==> src/rtl/cache_pkg.sv <==
// Shared widths, MSI encoding and request/response bundles for the
// set-associative cache model (default configuration: 2 ways, 1024 sets).
package cache_pkg;

    localparam int CACHE_NUM_WAYS = 2;
    localparam int CACHE_INDEX_W  = 10;
    localparam int CACHE_TAG_W    = 20;
    localparam int CACHE_DATA_W   = 32;
    localparam int CACHE_MSI_W    = 2;

    localparam int BE_W   = CACHE_DATA_W / 8;
    localparam int WAY_W  = (CACHE_NUM_WAYS > 1) ? $clog2(CACHE_NUM_WAYS) : 1;
    localparam int REQ_W  = BE_W + CACHE_TAG_W + CACHE_INDEX_W
                          + CACHE_DATA_W + 1 + CACHE_MSI_W + 1;
    localparam int RESP_W = 1 + WAY_W + CACHE_TAG_W + CACHE_DATA_W
                          + CACHE_MSI_W;

    typedef enum logic [1:0] {
        MSI_I = 2'd0,
        MSI_S = 2'd1,
        MSI_M = 2'd2
    } msi_e;

    typedef struct packed {
        logic [BE_W-1:0]          byte_en;
        logic [CACHE_TAG_W-1:0]   tag;
        logic [CACHE_INDEX_W-1:0] index;
        logic [CACHE_DATA_W-1:0]  data;
        logic                     msi_valid;
        logic [CACHE_MSI_W-1:0]   msi_data;
        logic                     ignore_response;
    } cache_req_t;

    typedef struct packed {
        logic                    hit;
        logic [WAY_W-1:0]        way;
        logic [CACHE_TAG_W-1:0]  tag;
        logic [CACHE_DATA_W-1:0] data;
        logic [CACHE_MSI_W-1:0]  msi;
    } cache_resp_t;

    // Way-select width; a direct-mapped cache still carries a 1-bit field.
    function automatic int way_bits(input int n);
        return (n > 1) ? $clog2(n) : 1;
    endfunction

endpackage

==> src/rtl/cache_victim_sel.sv <==
// Per-set round-robin victim pointers.
// Ports: CLK, RST (sync, active-high clear), index (set), adv (advance), ptr.
module cache_victim_sel
    import cache_pkg::*;
#(
    parameter int NUM_WAYS = 2,
    parameter int INDEX_W  = 10,
    parameter int WAY_BITS = 1
) (
    input  logic                CLK,
    input  logic                RST,
    input  logic [INDEX_W-1:0]  index,
    input  logic                adv,
    output logic [WAY_BITS-1:0] ptr
);

    localparam int SETS = 1 << INDEX_W;
    localparam logic [WAY_BITS-1:0] LAST = WAY_BITS'(NUM_WAYS - 1);

    logic [WAY_BITS-1:0] ptr_q [SETS];

    assign ptr = ptr_q[index];

    always_ff @(posedge CLK) begin
        if (RST) begin
            for (int s = 0; s < SETS; s++) begin
                ptr_q[s] <= '0;
            end
        end else if (adv) begin
            ptr_q[index] <= (ptr_q[index] == LAST) ? '0 : ptr_q[index] + 1'b1;
        end
    end

endmodule

==> config.mk <==
export PLATFORM = sky130hd
export DESIGN_NAME = cache_victim_sel
export DESIGN_NICKNAME = d
export VERILOG_FILES = /design/src/rtl/cache_pkg.sv /design/src/rtl/cache_victim_sel.sv
export SDC_FILE = /design/constraint.sdc
export NUM_CORES = 2
export LEC_CHECK = 0
export ABC_AREA = 1
export CORE_UTILIZATION = 50
export CTS_CLUSTER_SIZE = 16
export DETAILED_ROUTE_END_ITERATION = 8
export DONT_BUFFER_PORTS = 1
export MAX_ROUTING_LAYER = met4
export PLACE_DENSITY_LB_ADDON = 0.05
export RECOVER_POWER = 50
export SLEW_MARGIN = 20
export SYNTH_ARGS = -nofsm -noshare
export SYNTH_HDL_FRONTEND = slang
export SYNTH_SLANG_ARGS = --single-unit
==> constraint.sdc <==
create_clock -name CLK -period 5.44 [get_ports CLK]
set_clock_uncertainty 0.2 [all_clocks]
set_input_delay 1.36 -clock CLK [delete_from_list [all_inputs] [get_ports CLK]]
set_output_delay 1.36 -clock CLK [all_outputs]
set_load 0.05 [all_outputs]
==> metrics.yaml <==
grt_first_pass_wirelength_microns: 271000
cp-end-kind: "output port"
holdCritStartpoint: "index[1]"
synth_area_sq_um: 55000
synth_top_area_cell: "edfxtp_1"
clk_pin_slew_ps: 60
cts_setup_buffers: 0
ant_nets: 0
p_leak_nw: 25.8
routed_wl_microns: 181000
cts-root-buf: "clkbuf_16"
grt_max_degree: 525
crit_path_max_incr_delay_ps: 310
die_x_microns: 334
worstReg2RegStart: "ptr_q[267]"
synth_seq_cells: 1024
rows: 121
io_pins: 14
overflow: 0
max-clock-path-buffers: 3
synth_cell_types: 19
drc_errors: 0
worstPathMaxFanout: 263
io_buffers: 0
cap_violations: 7
hold_buffers: 0
power.density_nw_per_um2: 307
crit_chain: "inv_8 -> nor2_4 -> buf_12 -> buf_12 -> nand2_1 -> nand4_1 -> nand2_1 -> nand2_1 -> nor2_1 -> nand2_1 -> nand2_1 -> nand2_1 -> o21ai_1 -> nand2_1 -> nor2_1 -> nand2_4"
hold_ws_ps: 819
dieHeight_microns: 334
dp_slack_ps: 327
largest_reg_flops: 1024
cp-start-kind: "input pin"
rsz0062_at_grt: "no"
vias: 47800
async_flop_share_pct: 0
p_total_w: 0.0183
hold_viol: 0
path_class: "in2out"
crit_slowest_cell: "inv_8"
min_to: "ptr_q[355]"
reg_top3: "ptr_q: 1024 flops"
post_cts_resized: 0
final-instance-count-excl-fill: 8359
synth-simple-area-share_pct: 38.9
min_path_type: "in2reg"
gp_congestion: 0.816
crit_top_cell: "nand2_1"
top_register: "ptr_q"
r2r_cells: 19
grt_pass1_vias: 43700
cts_tree: "built"
whs_path_depth: 2
start_util_pct: 50.5
cp.buffers_inverters: 3
synth_flop_cell: "edfxtp_1"
violations: "capacitance limit, slew limit, setup timing"
firstDrtPassIters: 7
via_per_inst: 5.72
synth_cells: 7139
r2r_slack_ps: 1850
synthToLayoutAreaGrowth_pct: 8.53
final-max-slew-violation-count: 291
synth_top_family_by_area: "simple AND/OR/NAND/NOR gates"
critPathRequiredTime_ps: 3880
netlist.area_leader.share_pct: 55.9
fin_util_pct: 54.8
synth_xor_area_share_pct: 0
setup_ws_ps: -129
core_sq_um: 109000
period_minus_slack_ps: 5570
antenna_found_initial: 4
place_hpwl_microns: 94300
die_area_sq_um: 111000
synth.area.mux_share_pct: 0
fmax_mhz: 180
yosys_warnings: 0
drt_iter0_markers: 6143
clkSinkCount: 1024
synth_fa_ha_area_share_pct: 0
drive_gt1_share_pct: 5.20
yosysSeqAreaShare_pct: 55.9
syn_avg_cell_area_sq_um: 7.71
setup_viol: 1
cp_top_family: "simple AND/OR/NAND/NOR gates"
postSynthNetCount: 7152
cp.arrival_ps: 4010
wl_per_cell_microns: 21.7
period_share_pct: 102
yosys-top-cells-area: "edfxtp_1, nand2_1, nor2_1, nand3_1, clkbuf_1"
synth_compound_area_share_pct: 0.0728
vdd_ir_drop_max_mv: 0.263
worstReg2RegEnd: "ptr_q[380]"
tightest_slew_ps: 2480
status: "complete, but fails checks"
slew-limit-headroom_pct: -65.1
clock_latency_ps: 710
dp.cells: 8147
cts_buffers: 116
grt_usage_pct: 33.2
htree_levels: 3
synth_edf_count: 1024
fin_nets: 6864
==> cell usage after synthesis (6+ instances only) <==
cell,instances
nand2_1,3832
nor2_1,1147
edfxtp_1,1024
clkbuf_1,383
nand3_1,307
buf_2,158
nand4_1,135
nor3_1,38
buf_6,33
buf_1,23
inv_1,23
nor3_2,12
o21ai_1,8
inv_2,6
==> final cells by class <==
type | instances | area [sq um]
Clock buffer | 157 | 3160
Antenna cell | 1 | 2.50
Clock inverter | 54 | 410
Sequential cell | 1024 | 30700
Tap cell | 1414 | 1770
Inverter | 34 | 143
Fill cell | 10200 | 49300
Timing Repair Buffer | 193 | 1900
Multi-Input combinational cell | 5482 | 21600
==> worst register-to-register path, cell delays in order, from the launching register on <==
cell and delay [ps]:
edfxtp_1 330, nand2_1 50, nand2_1 60, nand2_1 40, nand2_1 160, nand2_1 70, nand2_1 60, nor2_1 40
nand2_1 160, nand2_1 90, nand2_1 100, o21ai_1 180, nand2_1 140, nor2_1 60, buf_4 130, nand2_4 200
buf_4 260, buf_12 270, buf_4 570, nor2_1 150
==> metal layers <==
| metal | part of all wire, % | track usage, % | up-vias |
|---|---|---|---|
| li1 | - | - | 22200 |
| met3 | 10 | 4.69 | 372 |
| met1 | 40 | 44.3 | 22900 |
| met2 | 47 | 52.5 | 2308 |
| met5 | 0 | - | - |
| met4 | 3.3 | 10.6 | 0 |
==> cells in the final DEF (no fill, tap or decap), drive strengths merged, types with 8 or more instances in the layout <==
cell type / synthesis / final
nand4: 135 / 135
o21ai: 8 / 8
nor2: 1149 / 1149
nand3: 307 / 307
edfxtp: 1024 / 1024
nor3: 51 / 51
clkinv: 5 / 51
buf: 215 / 141
inv: 29 / 30
clkbuf: 384 / 209
nand2: 3832 / 3832
==> power breakdown <==
group	switching (W)	internal (W)
Sequential	0.0000706	0.00891
Clock	0.00324	0.00436
Combinational	0.00130	0.000431
==> metrics by stage <==
step / cell area, sq um / TNS (ps)
after global placement: 56600 / 0
after CTS: 60100 / 0
after global routing: 59700 / 0
after floorplan: 55000 / 0
final: 59700 / -129
after detailed placement: 56600 / 0
==> worst max path at each step <==
| stage | start | endpoint | slack, ps | cells after the start |
|---|---|---|---|---|
| 6_report | index[1] | ptr | -130 | 16 |
| 5_1_grt | RST | ptr_q[780] | 80 | 7 |
| 3_5_place_dp | index[3] | ptr_q[380] | 330 | 18 |
| 3_3_place_gp | index[0] | ptr | 270 | 18 |
| 4_1_cts | index[0] | ptr | 290 | 18 |
| 2_1_floorplan | index[3] | ptr | 530 | 16 |
==> cells by family after synthesis <==
group                  after synthesis
AOI/OAI and AO/OA                    8
and+or+nand+nor                   5474
DFF                               1024
buffers and inverters              633
Power figures use the tool's default switching activity.
